## src/rtl/pc_next_if.sv

```systemverilog
// Fetch-stage PC bus: redirect requests in, fetch PC and status out.
// master drives the requests; slave (pc_next_unit) returns the PC state.
interface pc_next_if;
  logic        stall_in;
  logic        jump_in;
  logic [27:0] jump_target28_in;
  logic        branch_in;
  logic [31:0] branch_offset_in;
  logic        jr_in;
  logic [31:0] jr_addr_in;
  logic [31:0] redir_pc4_in;
  logic [31:0] pc_out;
  logic [31:0] pc_plus4_out;
  logic        fetch_req_out;
  logic        pending_out;
  logic        align_err_out;

  modport master (
    output stall_in, jump_in, jump_target28_in, branch_in, branch_offset_in,
           jr_in, jr_addr_in, redir_pc4_in,
    input  pc_out, pc_plus4_out, fetch_req_out, pending_out, align_err_out
  );

  modport slave (
    input  stall_in, jump_in, jump_target28_in, branch_in, branch_offset_in,
           jr_in, jr_addr_in, redir_pc4_in,
    output pc_out, pc_plus4_out, fetch_req_out, pending_out, align_err_out
  );
endinterface

```

## src/rtl/pc_next_unit.sv

```systemverilog
// Program counter and next-PC selection with stall hold and pending redirect.
// Optional PC_ALIGN_CHECK_EN adds a sticky misaligned-JR flag.
module pc_next_unit #(
  parameter logic [31:0] RESET_PC = 32'h0000_0000
) (
  input logic     clk,
  input logic     rst,
  pc_next_if.slave bus
);

  typedef enum logic [1:0] {BOOT, RUN, STALL} state_t;

  state_t      state_reg, state_next;
  logic [31:0] pc_reg, pc_next;
  logic [31:0] pend_target_reg, pend_target_next;
  logic        pend_valid_reg, pend_valid_next;

  logic [31:0] jump_target, branch_target, jr_target;
  logic [31:0] redir_target;
  logic        redir_valid;

  assign jump_target   = {bus.redir_pc4_in[31:28], bus.jump_target28_in};
  assign branch_target = bus.redir_pc4_in + {bus.branch_offset_in[29:0], 2'b00};
  assign jr_target     = {bus.jr_addr_in[31:2], 2'b00};

  // Lower-priority requests in the same cycle are simply dropped.
  always_comb begin
    redir_valid  = bus.jr_in | bus.jump_in | bus.branch_in;
    redir_target = branch_target;
    if (bus.jr_in) begin
      redir_target = jr_target;
    end else if (bus.jump_in) begin
      redir_target = jump_target;
    end
  end

  always_comb begin
    state_next       = state_reg;
    pc_next          = pc_reg;
    pend_valid_next  = pend_valid_reg;
    pend_target_next = pend_target_reg;
    case (state_reg)
      BOOT: begin
        state_next = RUN;
      end
      RUN: begin
        if (bus.stall_in) begin
          state_next = STALL;
          if (redir_valid) begin
            pend_valid_next  = 1'b1;
            pend_target_next = redir_target;
          end
        end else if (redir_valid) begin
          pc_next = redir_target;
        end else begin
          pc_next = pc_reg + 32'd4;
        end
      end
      STALL: begin
        if (bus.stall_in) begin
          if (redir_valid) begin
            pend_valid_next  = 1'b1;
            pend_target_next = redir_target;
          end
        end else begin
          // A fresh redirect on the release cycle beats the older pending one.
          if (redir_valid) begin
            pc_next = redir_target;
          end else if (pend_valid_reg) begin
            pc_next = pend_target_reg;
          end else begin
            pc_next = pc_reg + 32'd4;
          end
          pend_valid_next = 1'b0;
          state_next      = RUN;
        end
      end
      default: begin
        state_next = BOOT;
      end
    endcase
  end

  always_ff @(posedge clk) begin
    if (rst) begin
      state_reg       <= BOOT;
      pc_reg          <= RESET_PC;
      pend_valid_reg  <= 1'b0;
      pend_target_reg <= 32'h0000_0000;
    end else begin
      state_reg       <= state_next;
      pc_reg          <= pc_next;
      pend_valid_reg  <= pend_valid_next;
      pend_target_reg <= pend_target_next;
    end
  end

`ifdef PC_ALIGN_CHECK_EN
  logic align_err_reg;

  always_ff @(posedge clk) begin
    if (rst) begin
      align_err_reg <= 1'b0;
    end else if (bus.jr_in && (bus.jr_addr_in[1:0] != 2'b00)) begin
      align_err_reg <= 1'b1;
    end
  end

  assign bus.align_err_out = align_err_reg;
`else
  assign bus.align_err_out = 1'b0;
`endif

  assign bus.pc_out        = pc_reg;
  assign bus.pc_plus4_out  = pc_reg + 32'd4;
  assign bus.fetch_req_out = (state_reg == RUN);
  assign bus.pending_out   = pend_valid_reg;

endmodule
```

## src/flat_wrapper.sv

```systemverilog
// flat-port wrapper written by rule: the top's interface ports become plain ports
module pc_next_unit_flat 
#(
  parameter logic [31:0] RESET_PC = 32'h0000_0000
)
  (clk, rst, bus_stall_in, bus_jump_in, bus_jump_target28_in, bus_branch_in, bus_branch_offset_in, bus_jr_in, bus_jr_addr_in, bus_redir_pc4_in, bus_pc_out, bus_pc_plus4_out, bus_fetch_req_out, bus_pending_out, bus_align_err_out);
  pc_next_if bus_i ();
  input logic clk;
  input logic rst;
  input wire logic [$bits(bus_i.stall_in)-1:0] bus_stall_in;
  input wire logic [$bits(bus_i.jump_in)-1:0] bus_jump_in;
  input wire logic [$bits(bus_i.jump_target28_in)-1:0] bus_jump_target28_in;
  input wire logic [$bits(bus_i.branch_in)-1:0] bus_branch_in;
  input wire logic [$bits(bus_i.branch_offset_in)-1:0] bus_branch_offset_in;
  input wire logic [$bits(bus_i.jr_in)-1:0] bus_jr_in;
  input wire logic [$bits(bus_i.jr_addr_in)-1:0] bus_jr_addr_in;
  input wire logic [$bits(bus_i.redir_pc4_in)-1:0] bus_redir_pc4_in;
  output wire logic [$bits(bus_i.pc_out)-1:0] bus_pc_out;
  output wire logic [$bits(bus_i.pc_plus4_out)-1:0] bus_pc_plus4_out;
  output wire logic [$bits(bus_i.fetch_req_out)-1:0] bus_fetch_req_out;
  output wire logic [$bits(bus_i.pending_out)-1:0] bus_pending_out;
  output wire logic [$bits(bus_i.align_err_out)-1:0] bus_align_err_out;
  assign bus_i.stall_in = bus_stall_in;
  assign bus_i.jump_in = bus_jump_in;
  assign bus_i.jump_target28_in = bus_jump_target28_in;
  assign bus_i.branch_in = bus_branch_in;
  assign bus_i.branch_offset_in = bus_branch_offset_in;
  assign bus_i.jr_in = bus_jr_in;
  assign bus_i.jr_addr_in = bus_jr_addr_in;
  assign bus_i.redir_pc4_in = bus_redir_pc4_in;
  assign bus_pc_out = bus_i.pc_out;
  assign bus_pc_plus4_out = bus_i.pc_plus4_out;
  assign bus_fetch_req_out = bus_i.fetch_req_out;
  assign bus_pending_out = bus_i.pending_out;
  assign bus_align_err_out = bus_i.align_err_out;
  pc_next_unit #(.RESET_PC(RESET_PC)) u_core (.clk(clk), .rst(rst), .bus(bus_i));
endmodule
```

## config.mk

```make
export PLATFORM = sky130hd
export DESIGN_NAME = pc_next_unit_flat
export DESIGN_NICKNAME = d
export VERILOG_FILES = /design/src/rtl/pc_next_if.sv /design/src/rtl/pc_next_unit.sv /design/src/flat_wrapper.sv
export SDC_FILE = /design/constraint.sdc
export NUM_CORES = 1
export LEC_CHECK = 0
export BUFFER_PORTS_ARGS = -buffer_cell sky130_fd_sc_hd__buf_2
export CORE_MARGIN = 1
export CORE_UTILIZATION = 53
export DETAILED_ROUTE_END_ITERATION = 12
export GPL_TIMING_DRIVEN = 0
export PLACE_DENSITY = 0.83
export SLEW_MARGIN = 10
export SYNTH_ARGS = -nofsm -noshare
export SYNTH_HDL_FRONTEND = slang
export SYNTH_SLANG_ARGS = --single-unit
```

## constraint.sdc

```tcl
create_clock -name clk -period 4.1 [get_ports clk]
set_clock_uncertainty 0.1 [all_clocks]
set_input_delay 0.82 -clock clk [delete_from_list [all_inputs] [get_ports clk]]
set_output_delay 0.82 -clock clk [all_outputs]
set_load 0.1 [all_outputs]
```

After elaboration in Yosys (flattened, before gate mapping)
Cells that the tools add are included.
{"block": "word_totals", "reg_bits": 67, "input_bits": 130, "output_inout_bits": 67, "elab_cells": 35}
{"block": "classes", "addsub": 2, "n_eq_ne": 5, "muxes": 15, "n_bitwise": 2, "n_reduce_logical": 7}
{"cell": "2-to-1 mux 32 bit", "count": 7}
{"cell": "one-hot mux 32 bit (2 select lines)", "count": 1}
{"cell": "adder 32 x 3 -> 32 bit (second input constant)", "count": 1}
{"cell": "adder 32 bit", "count": 1}
{"cell": "inequality test 2 bit (second input constant)", "count": 3}
{"cell": "one-hot mux 2 bit (3 select lines)", "count": 1}
{"cell": "AND reduction 3 bit", "count": 2}
{"cell": "2-to-1 mux 2 bit", "count": 2}
{"cell": "AND reduction 2 bit", "count": 2}
{"cell": "2-to-1 mux 1 bit", "count": 3}
{"cell": "== test 2 x 1 -> 1 bit (second input constant)", "count": 1}
{"cell": "== test 2 bit (second input constant)", "count": 1}
{"cell": "zero test 2 bit", "count": 1}
{"cell": "OR 1 bit", "count": 2}
{"cell": "one-hot mux 1 bit (2 select lines)", "count": 1}
{"cell": "nonzero test 2 bit", "count": 1}
{"cell": "OR reduction 2 bit", "count": 1}

Logic depth before layout (Yosys ltp)
Gate-level depths: netlist of the first run.
{"block": "logic_depth", "ltp_word": 6, "depth_mapped": 10, "mapped_depth_nobuf": 10}

Worst setup path before layout of the first run
OpenSTA, ideal clock, no wires.
{"block": "synth_path", "kind": "register -> output", "startpoint": "register u_core.pc_reg[8] (netlist: u_core.bus.pc_out[8])", "endpoint": "output port bus_pc_plus4_out[22]", "t_arrival_ns": 3.781, "t_required_ns": 3.180, "setup_slack_ns": -0.601, "path_stages_with_launch": 6, "path_buffers": 0, "cell_sequence": "dfxtp_1 and4_4 nand4_4 nor3_4 nand4_1 xnor2_1"}
{"block": "synth_via", "elab_chain_cells": 1}
{"element": "from (decl)", "line_no": "pc_next_unit.sv:14", "rtl": "logic [31:0] pc_reg, pc_next;"}
{"element": "from (signal assigned)", "line_no": "pc_next_unit.sv:92", "rtl": "pc_reg <= pc_next;"}
{"element": "adder 32 x 3 -> 32 bit", "line_no": "pc_next_unit.sv:115", "rtl": "assign bus.pc_plus4_out = pc_reg + 32'd4;"}
{"element": "to (decl)", "line_no": "flat_wrapper.sv:19", "rtl": "output wire logic [$bits(bus_i.pc_plus4_out)-1:0] bus_pc_plus4_out;"}
Every way passes these cells.

Final worst setup path of the first run
{"block": "layout_path", "startpoint": "register u_core.pc_reg[17] (netlist: u_core.bus.pc_out[17])", "endpoint": "output port bus_pc_plus4_out[27]"}
The elaborated chain is that of the path after synthesis.

==> flow_summary.ini, run 1 <==
[finish]
num-fill-cells = 995
mostFrequentLayoutCells = buf_2, nand2_1, nor2_1
fin_util_pct = 68.0
fin_cells = 1195
seqCellArea_sq_um = 1340
final_common_cell = buf_2
diodes = 0
layout.nets = 1211
multi_input_area_sq_um = 4700
syn_to_final_growth_pct = 25.1
drive_gt1_share_pct = 24.8

[detailed_routing]
vias = 7627
routed_wl_microns = 23200
drc = 2
drt_iter0_markers = 846
dr.pass1.iters = 11
postRouteAntennaNets = 0
vias_per_cell = 6.38
wire_per_inst_microns = 19.4

[cts]
cts_made_buffers = 9
cts_max_level = 3
post_cts_buffers = 0
clk_pin_slew_worst_paths_ns = 0.06
cts_resized = 0
cts-hold-fix-buffers = 0
root_buffer = clkbuf_16
clk_path_buf_depth = 2
insertion_delay_ns = 0.34
cts.sinks = 67
tritoncts = done

[synth]
syn_inst = 848
yosysSeqAreaShare_pct = 21.7
synth-main-ff-cell = dfxtp_1
synthArstFlopShare_pct = 0
synth_warnings = 0
avgSynthCellArea_sq_um = 7.29
synth_area_sq_um = 6180
synth_seq_cells = 67
ys_types = 89
synth_nets = 1012
synth_enable_flop_cells = 0

[floorplanning]
io_pins = 197
coreArea_sq_um = 11400
initial_core_util_pct = 54.4
die_area_sq_um = 12100
num_rows = 39
dieWidth_microns = 110
fp.dieH_microns = 110

[grt]
grt_max_degree = 11
grt_remaining_overflow = 0
grtUsageTotal_pct = 39.2
grt_pass1_wl_microns = 35900
grt_pass1_vias = 6872
antenna_found_initial = 0

[timing]
layout_setup_ws_ns = 0.450
setup_viol = 0
maxSlewViolCount = 0
min_period_over_period_pct = 89.0
holdWs_ns = 0.355
fin_crit_ns = 3.65
fmax_mhz = 274
finalHoldViolations = 0
worst_slew_pin_slew_ns = 0.745
rsz0062_at_grt = no
slew_headroom_pct = 50.4

[placement]
gp_congestion = 0.964
port_buffers = 188
dp.cells = 1179
dp_hpwl_microns = 17900
dp_slack_ns = 0.404

[min_path]
holdCritPathClass = register to register

[power]
power_frac_seq_pct = 26.6
p_clk_share_pct = 23.4
power.internal_mw = 1.55
switchingPower_mw = 1.52
vdd_drop_max_mv = 0.464
finalPower_mw = 3.07
power_density_nw_per_um2 = 397
p_leak_nw = 3.45
comb_power_share_pct = 50.0
netSwitchingFraction_pct = 49.4

[run_status]
status = complete, but fails checks
violations = DRC

[worst_setup_path]
cp-start-kind = register
critPathRequiredTime_ns = 3.18
cp_max_fo = 6
cp.arrival_ns = 2.73
end_kind = output pin
worstSetupPathType = register to output pin

[flow_run]
cap_violations = 0
==> per-stage QoR <==
stage / setup TNS [ns] / instance area [sq um]
3_3_place_gp: 0 / 7460
5_1_grt: 0 / 7730
4_1_cts: 0 / 7730
3_5_place_dp: 0 / 7460
6_report: 0 / 7730
2_1_floorplan: -0.0153 / 6340
==> final timing paths <==
path                                                  from                          to  slack, ns  cells after the start
worst min register to register  u_core.pend_target_reg[21]  u_core.pend_target_reg[21]       0.36                      2
worst min-delay path            u_core.pend_target_reg[21]  u_core.pend_target_reg[21]       0.36                      2
worst max-delay path                 u_core.bus.pc_out[17]        bus_pc_plus4_out[27]       0.45                      7
worst max register to register       u_core.bus.pc_out[17]       u_core.bus.pc_out[25]       1.42                      8
==> per-layer routing <==
| metal | GRT usage (%) | vias up | share of wire (%) |
|---|---|---|---|
| li1 | - | 3512 | - |
| met1 | 50.8 | 3404 | 38 |
| met2 | 62.3 | 599 | 44 |
| met3 | 8.47 | 112 | 13 |
| met4 | 17.8 | 0 | 4.7 |
| met5 | 0 | - | 0 |
==> cell families (layout without fill, tap and decap cells) <==
logic type	Yosys count	after routing	synth area share, %
other	1	1	0.0607
buffers and inverters	74	278	4.82
muxes	11	11	1.80
AOI/OAI and AO/OA	261	261	30.0
and+or+nand+nor	357	357	28.4
xor gates and xnor gates	43	43	6.21
DFF	67	67	21.7
adders and majority gates	34	34	7.00
==> cells in the mapped netlist, types with 15 or more instances <==
master	number	area share, %
o211ai_1	21	2.6
dfxtp_1	67	22
clkbuf_1	48	2.9
nor2_1	95	5.8
ha_1	33	6.7
o21ai_0	43	3.5
a21oi_1	69	5.6
nand2_1	99	6.0
nor3_1	28	2.3
a211oi_1	17	2.1
nand2b_1	15	1.5
nand3_1	37	3.0
xnor2_1	27	3.8
xor2_1	15	2.1
==> layout make-up <==
cell class                      count  area share [%]
Multi-Input combinational cell    707            60.8
Sequential cell                    67            17.3
Timing Repair Buffer              188            12.2
Clock buffer                       14            3.41
Buffer                             58            3.07
Tap cell                          143            2.31
Inverter                           16           0.777
Clock inverter                      2           0.129
==> critical path, cell delays in order, from the launching register on <==
cell     delay [ns]
dfxtp_1        0.48
and4_1         0.34
and4_1         0.29
and3_4         0.25
nand4_2        0.18
nor2_1         0.23
xor2_2         0.18
buf_2          0.45
==> power by group through the flow <==
stage	Sequential [mW]	Combinational, mW	Clock [mW]
final	0.818	1.54	0.718
after global routing	0.829	1.62	0.744
after CTS	0.815	1.51	0.708
after detailed placement	0.828	1.50	0
after global placement	0.826	1.49	0
after floorplan	1.10	0.893	0
Note: power is estimated with default switching activity, not from simulation.
==> run 2, diff against run 1 <==
--- a/config.mk
+++ b/config.mk
@@ -5,12 +5,13 @@
 export SDC_FILE = /design/constraint.sdc
 export NUM_CORES = 1
 export LEC_CHECK = 0
-export BUFFER_PORTS_ARGS = -buffer_cell sky130_fd_sc_hd__buf_2
 export CORE_MARGIN = 1
-export CORE_UTILIZATION = 53
+export CORE_UTILIZATION = 65
 export DETAILED_ROUTE_END_ITERATION = 12
+export DONT_BUFFER_PORTS = 1
 export GPL_TIMING_DRIVEN = 0
-export PLACE_DENSITY = 0.83
+export PLACE_DENSITY = 0.81
+export REMOVE_ABC_BUFFERS = 1
 export SLEW_MARGIN = 10
 export SYNTH_ARGS = -nofsm -noshare
 export SYNTH_HDL_FRONTEND = slang
==> run 2 against run 1 <==
The flow now finishes without violations. Maximum frequency shrank 9.9%. Final area fell by 3.4%. Die area down 18%. Largest power group unchanged. Sequential share of layout area grew 1.1 points. Power is 2.2% lower. Worst hold slack better by 0.0020 ns. Via count is 5.7% lower. Routed wire length down 2.7%. Non-clock buffer count shrank 188.
==> flow_summary.ini, run 2 (synthesized netlist as in run 1, its figures left out) <==
[power]
p_clk_share_pct = 18.9
power_frac_seq_pct = 38.4
p_leak_nw = 2.92
power_density_nw_per_um2 = 402
finalPower_mw = 3.00
netSwitchingFraction_pct = 49.4
switchingPower_mw = 1.48
vdd_drop_max_mv = 0.186
comb_power_share_pct = 42.7
power.internal_mw = 1.52

[placement]
gp_congestion = 0.933
port_buffers = 0
dp_slack_ns = -0.211
dp_hpwl_microns = 15500

[timing]
fin_crit_ns = 4.05
finalHoldViolations = 0
slew_headroom_pct = 14.3
worst_slew_pin_slew_ns = 1.28
fmax_mhz = 247
setup_viol = 0
layout_setup_ws_ns = 0.0497
rsz0062_at_grt = no
min_period_over_period_pct = 98.8
maxSlewViolCount = 0

[cts]
cts-hold-fix-buffers = 0
cts_made_buffers = 9
tritoncts = done
insertion_delay_ns = 0.36
clk_path_buf_depth = 2
root_buffer = clkbuf_8
clk_pin_slew_worst_paths_ns = 0.07
cts.sinks = 67
post_cts_buffers = 0
cts_max_level = 3

[worst_setup_path]
end_kind = output pin
cp_slowest_cell = dfxtp_2
cp.arrival_ns = 3.13
critPathRequiredTime_ns = 3.18
cp_top_family = simple AND/OR/NAND/NOR gates
cp.buffers_inverters = 0
cp.depth = 5
reg2reg_from = u_core.bus.pc_out[4]
cp_cell_sequence = and4_1, nand2_1, nor3_4, and3_1, xor2_4
critPathLaunch = u_core.bus.pc_out[4]
worstRegToRegCells = 9
slowest_delay_ns = 0.77
cp_max_fo = 7
cp-start-kind = register
worstSetupPathType = register to output pin

[floorplanning]
dieWidth_microns = 99.5
num_rows = 35
coreArea_sq_um = 9240
fp.dieH_microns = 99.5
die_area_sq_um = 9910
initial_core_util_pct = 66.9
io_pins = 197

[detailed_routing]
wire_per_inst_microns = 22.7
drt_iter0_markers = 1022
vias_per_cell = 7.25
routed_wl_microns = 22500
dr.pass1.iters = 9
vias = 7194
postRouteAntennaNets = 0
drc = 0

[min_path]
holdCritPathClass = register to register
worstHoldPathCells = 2
hp-start = u_core.pend_target_reg[23]

[grt]
grt_pass1_vias = 6839
grt_remaining_overflow = 0
grt_pass1_wl_microns = 34600
grtUsageTotal_pct = 44.5
antenna_found_initial = 0
grt_max_degree = 62

[finish]
drive_gt1_share_pct = 14.9
diodes = 0
fin_util_pct = 80.8
layout.nets = 1023
syn_to_final_growth_pct = 20.8
mostFrequentLayoutCells = nand2_1, nor2_1, a21oi_1
final_common_cell = nand2_1

[run_status]
status = finished, final reports clean

[flow_run]
cap_violations = 0
==> run 2: cell types whose count changed in the layout (fill, tap and decap cells not counted), sizes merged <==
cell	previous run	this run
buf	198	58
clkinv	4	3
clkbuf	62	13
bufinv	0	1
==> run 2: through the flow <==
step                      setup TNS [ns]  hold slack, ns  instance area, sq um  std cells
after detailed placement          -0.547           0.344                  7200        977
after CTS                              0           0.353                  7450        992
after global routing                   0           0.375                  7470        992
after floorplan                   -11.77           0.321                  5940        790
after global placement            -26.52           0.329                  6110        919
final                                  0           0.357                  7470        992
==> run 2: worst reg2reg max path: stages, from the launching register on <==
cell	delay, ns
dfxtp_2	0.77
and4_1	0.40
nand2_1	0.20
nor3_4	0.47
and3_1	0.33
xor2_4	0.60
buf_1	0.17
nor2_1	0.06
o21ai_0	0.24
o221a_1	0.23
==> run 2: final timing paths <==
check / to / slack [ns]
worst min register to register: u_core.pend_target_reg[23] / 0.36
worst max register to register: u_core.bus.pc_out[18] / 0.46
worst max-delay path: bus_pc_plus4_out[18] / 0.05
worst min-delay path: u_core.pend_target_reg[23] / 0.36
==> run 2: power by group through the flow <==
stage | Clock [mW] | Combinational [mW] | Sequential, mW
floorplan | 0 | 0.825 | 1.11
global placement | 0 | 0.949 | 1.13
detailed placement | 0 | 1.24 | 1.15
CTS | 0.559 | 1.25 | 1.15
global route | 0.590 | 1.34 | 1.16
finish | 0.568 | 1.28 | 1.15
==> run 2: what timing repair did <==
action,CTS,global route
gates cloned,0,0
setup endpoints to repair,15,2
gates resized for setup,20,6
==> run 2: final cells by class <==
cell class	count	area, sq um
inverters	16	60.1
clock buffers	13	159
fillers	553	1770
multi-input cells	707	4810
clock inverters	2	35.0
repair buffers	58	871
flip-flops and latches	67	1380
well taps	129	161
==> run 2: routing by layer <==
metal	GRT usage, %	routed length, microns
met3	9.14	2900
met2	73.7	10200
met5	0	0
met4	25.8	1360
met1	53.6	8040
==> run 3, diff against run 2 <==
--- a/config.mk
+++ b/config.mk
@@ -11,6 +11,7 @@
 export DONT_BUFFER_PORTS = 1
 export GPL_TIMING_DRIVEN = 0
 export PLACE_DENSITY = 0.81
+export RECOVER_POWER = 100
 export REMOVE_ABC_BUFFERS = 1
 export SLEW_MARGIN = 10
 export SYNTH_ARGS = -nofsm -noshare
==> run 3 against run 2 <==
The run now ends with capacitance limit, slew limit left. First-iteration DRC count grew 1.5%. Die area is the same. Worst hold slack lost 0.0018 ns. Power shrank 1.7%. Sequential cell count is the same. Combinational power shrank 4%. Largest cell class unchanged. Setup slack lost 0.029 ns. Cell count is the same. Highest routed layer unchanged. Sequential power is essentially flat.
==> flow_summary.ini, run 3 (synthesized netlist as in run 1, its figures left out) <==
[run_status]
status = complete, but fails checks
violations = capacitance limit, slew limit

[finish]
seqCellArea_sq_um = 1370
syn_to_final_growth_pct = 16.2
multi_input_area_sq_um = 4630
drive_gt1_share_pct = 11.8
fin_area_sq_um = 7180
final_common_cell = nand2_1
diodes = 0
layout.nets = 1023
fin_cells = 992
num-fill-cells = 612
mostFrequentLayoutCells = nand2_1, nor2_1, a21oi_1

[flow_run]
cap_violations = 2

[power]
p_clk_share_pct = 19.4
comb_power_share_pct = 41.8
switchingPower_mw = 1.48
netSwitchingFraction_pct = 50.0
power_frac_seq_pct = 38.8
p_leak_nw = 2.72
vdd_drop_max_mv = 0.186
power.internal_mw = 1.48
power_density_nw_per_um2 = 411

[worst_setup_path]
critPathLaunch = u_core.bus.pc_out[4]
rrSetupSlack_ns = 0.36
reg2reg_to = u_core.bus.pc_out[23]
cp_max_fo = 7
worstRegToRegCells = 10
cp_cell_sequence = and4_1, nand3_1, nor2_1, nand3_1, xnor2_1, buf_16
critPathMostFrequentCell = nand3_1
worstSetupPathType = register to output pin
cp.depth = 6
cp_top_family = simple AND/OR/NAND/NOR gates
reg2reg_from = u_core.bus.pc_out[4]
cp-start-kind = register
slowest_delay_ns = 0.75
cp.arrival_ns = 3.16
critPathRequiredTime_ns = 3.18
cp_slowest_cell = dfxtp_2
end_kind = output pin
cp.buffers_inverters = 1

[timing]
worst_slew_pin_slew_ns = 1.88
final.setup.tns_ns = 0
fin_crit_ns = 4.08
min_period_over_period_pct = 99.5
maxSlewViolCount = 4
rsz0062_at_grt = no
slew_headroom_pct = -25.7
fmax_mhz = 245
finalHoldViolations = 0
holdWs_ns = 0.356
setup_viol = 0

[placement]
dp.cells = 977
port_buffers = 0
dp_hpwl_microns = 15500
gp_congestion = 0.933
place_area_sq_um = 7200

[min_path]
hp-start = u_core.pend_target_reg[23]
min_to = u_core.pend_target_reg[23]
holdCritPathClass = register to register
worstHoldPathCells = 2

[floorplanning]
io_pins = 197
dieWidth_microns = 99.5
die_area_sq_um = 9910
num_rows = 35
initial_core_util_pct = 66.9
fp.dieH_microns = 99.5
coreArea_sq_um = 9240

[cts]
insertion_delay_ns = 0.36
cts_max_level = 3
cts.sinks = 67
cts_made_buffers = 9
root_buffer = clkbuf_8
clk_path_buf_depth = 2
tritoncts = done
cts-hold-fix-buffers = 0
clk_pin_slew_worst_paths_ns = 0.07

[detailed_routing]
dr.pass1.iters = 6
drc = 0
vias_per_cell = 7.30
postRouteAntennaNets = 0
drt_iter0_markers = 1037
routed_wl_microns = 22600
wire_per_inst_microns = 22.8
vias = 7237

[grt]
grt_pass1_wl_microns = 34600
grtUsageTotal_pct = 44.5
grt_pass1_vias = 6839
antenna_found_initial = 0
grt_remaining_overflow = 0
grt_max_degree = 62
==> run 3: worst reg2reg max path: cells and delay by family, from the launching register on <==
family / cells / cell delay (ns)
AOI/OAI and AO/OA: 1 / 0.24
xor gates and xnor gates: 1 / 0.44
buffers and inverters: 2 / 0.38
DFF: 1 / 0.75
and+or+nand+nor: 6 / 1.74
==> run 3: timing repair <==
action	in CTS	in global routing
buffers inserted	0	0
resized for setup	20	6
endpoints found under the setup margin	15	2
==> run 3: how the worst max path moves through the flow <==
stage                                       to
after floorplan           bus_pc_plus4_out[22]
after global placement    bus_pc_plus4_out[22]
after detailed placement  bus_pc_plus4_out[18]
after CTS                 bus_pc_plus4_out[18]
after global routing      bus_pc_plus4_out[25]
final                     bus_pc_plus4_out[23]
==> run 3: power groups by stage <==
stage	clock, mW	combinational (mW)	sequential (mW)
global route	0.590	1.29	1.15
global placement	0	0.949	1.13
floorplan	0	0.825	1.11
finish	0.574	1.23	1.14
CTS	0.559	1.25	1.15
detailed placement	0	1.24	1.15
==> run 3: area by class of cell <==
cell class | instances | area share [%]
Tap cell | 129 | 2.25
Clock buffer | 13 | 2.21
Inverter | 16 | 0.836
Sequential cell | 67 | 19.1
Multi-Input combinational cell | 707 | 64.5
Clock inverter | 2 | 0.488
Timing Repair Buffer | 58 | 10.6
==> run 3: layer usage <==
metal	up-vias	GRT usage [%]	routed length (microns)	part of all wire, %
met3	157	9.14	2920	13
met4	0	25.8	1380	6.1
met1	3302	53.6	8090	36
met5	-	0	0	0
li1	3140	-	-	-
met2	638	73.7	10200	45
==> run 3: metrics by stage <==
| step | utilization (%) | setup slack, ns | total power, mW |
|---|---|---|---|
| 2_1_floorplan | - | -0.601 | 1.94 |
| 3_3_place_gp | 66.1 | -0.932 | 2.08 |
| 3_5_place_dp | 77.9 | -0.211 | 2.39 |
| 4_1_cts | 80.6 | 0.0282 | 2.96 |
| 5_1_grt | 77.7 | 0.0317 | 3.04 |
| 6_report | 77.7 | 0.0207 | 2.95 |
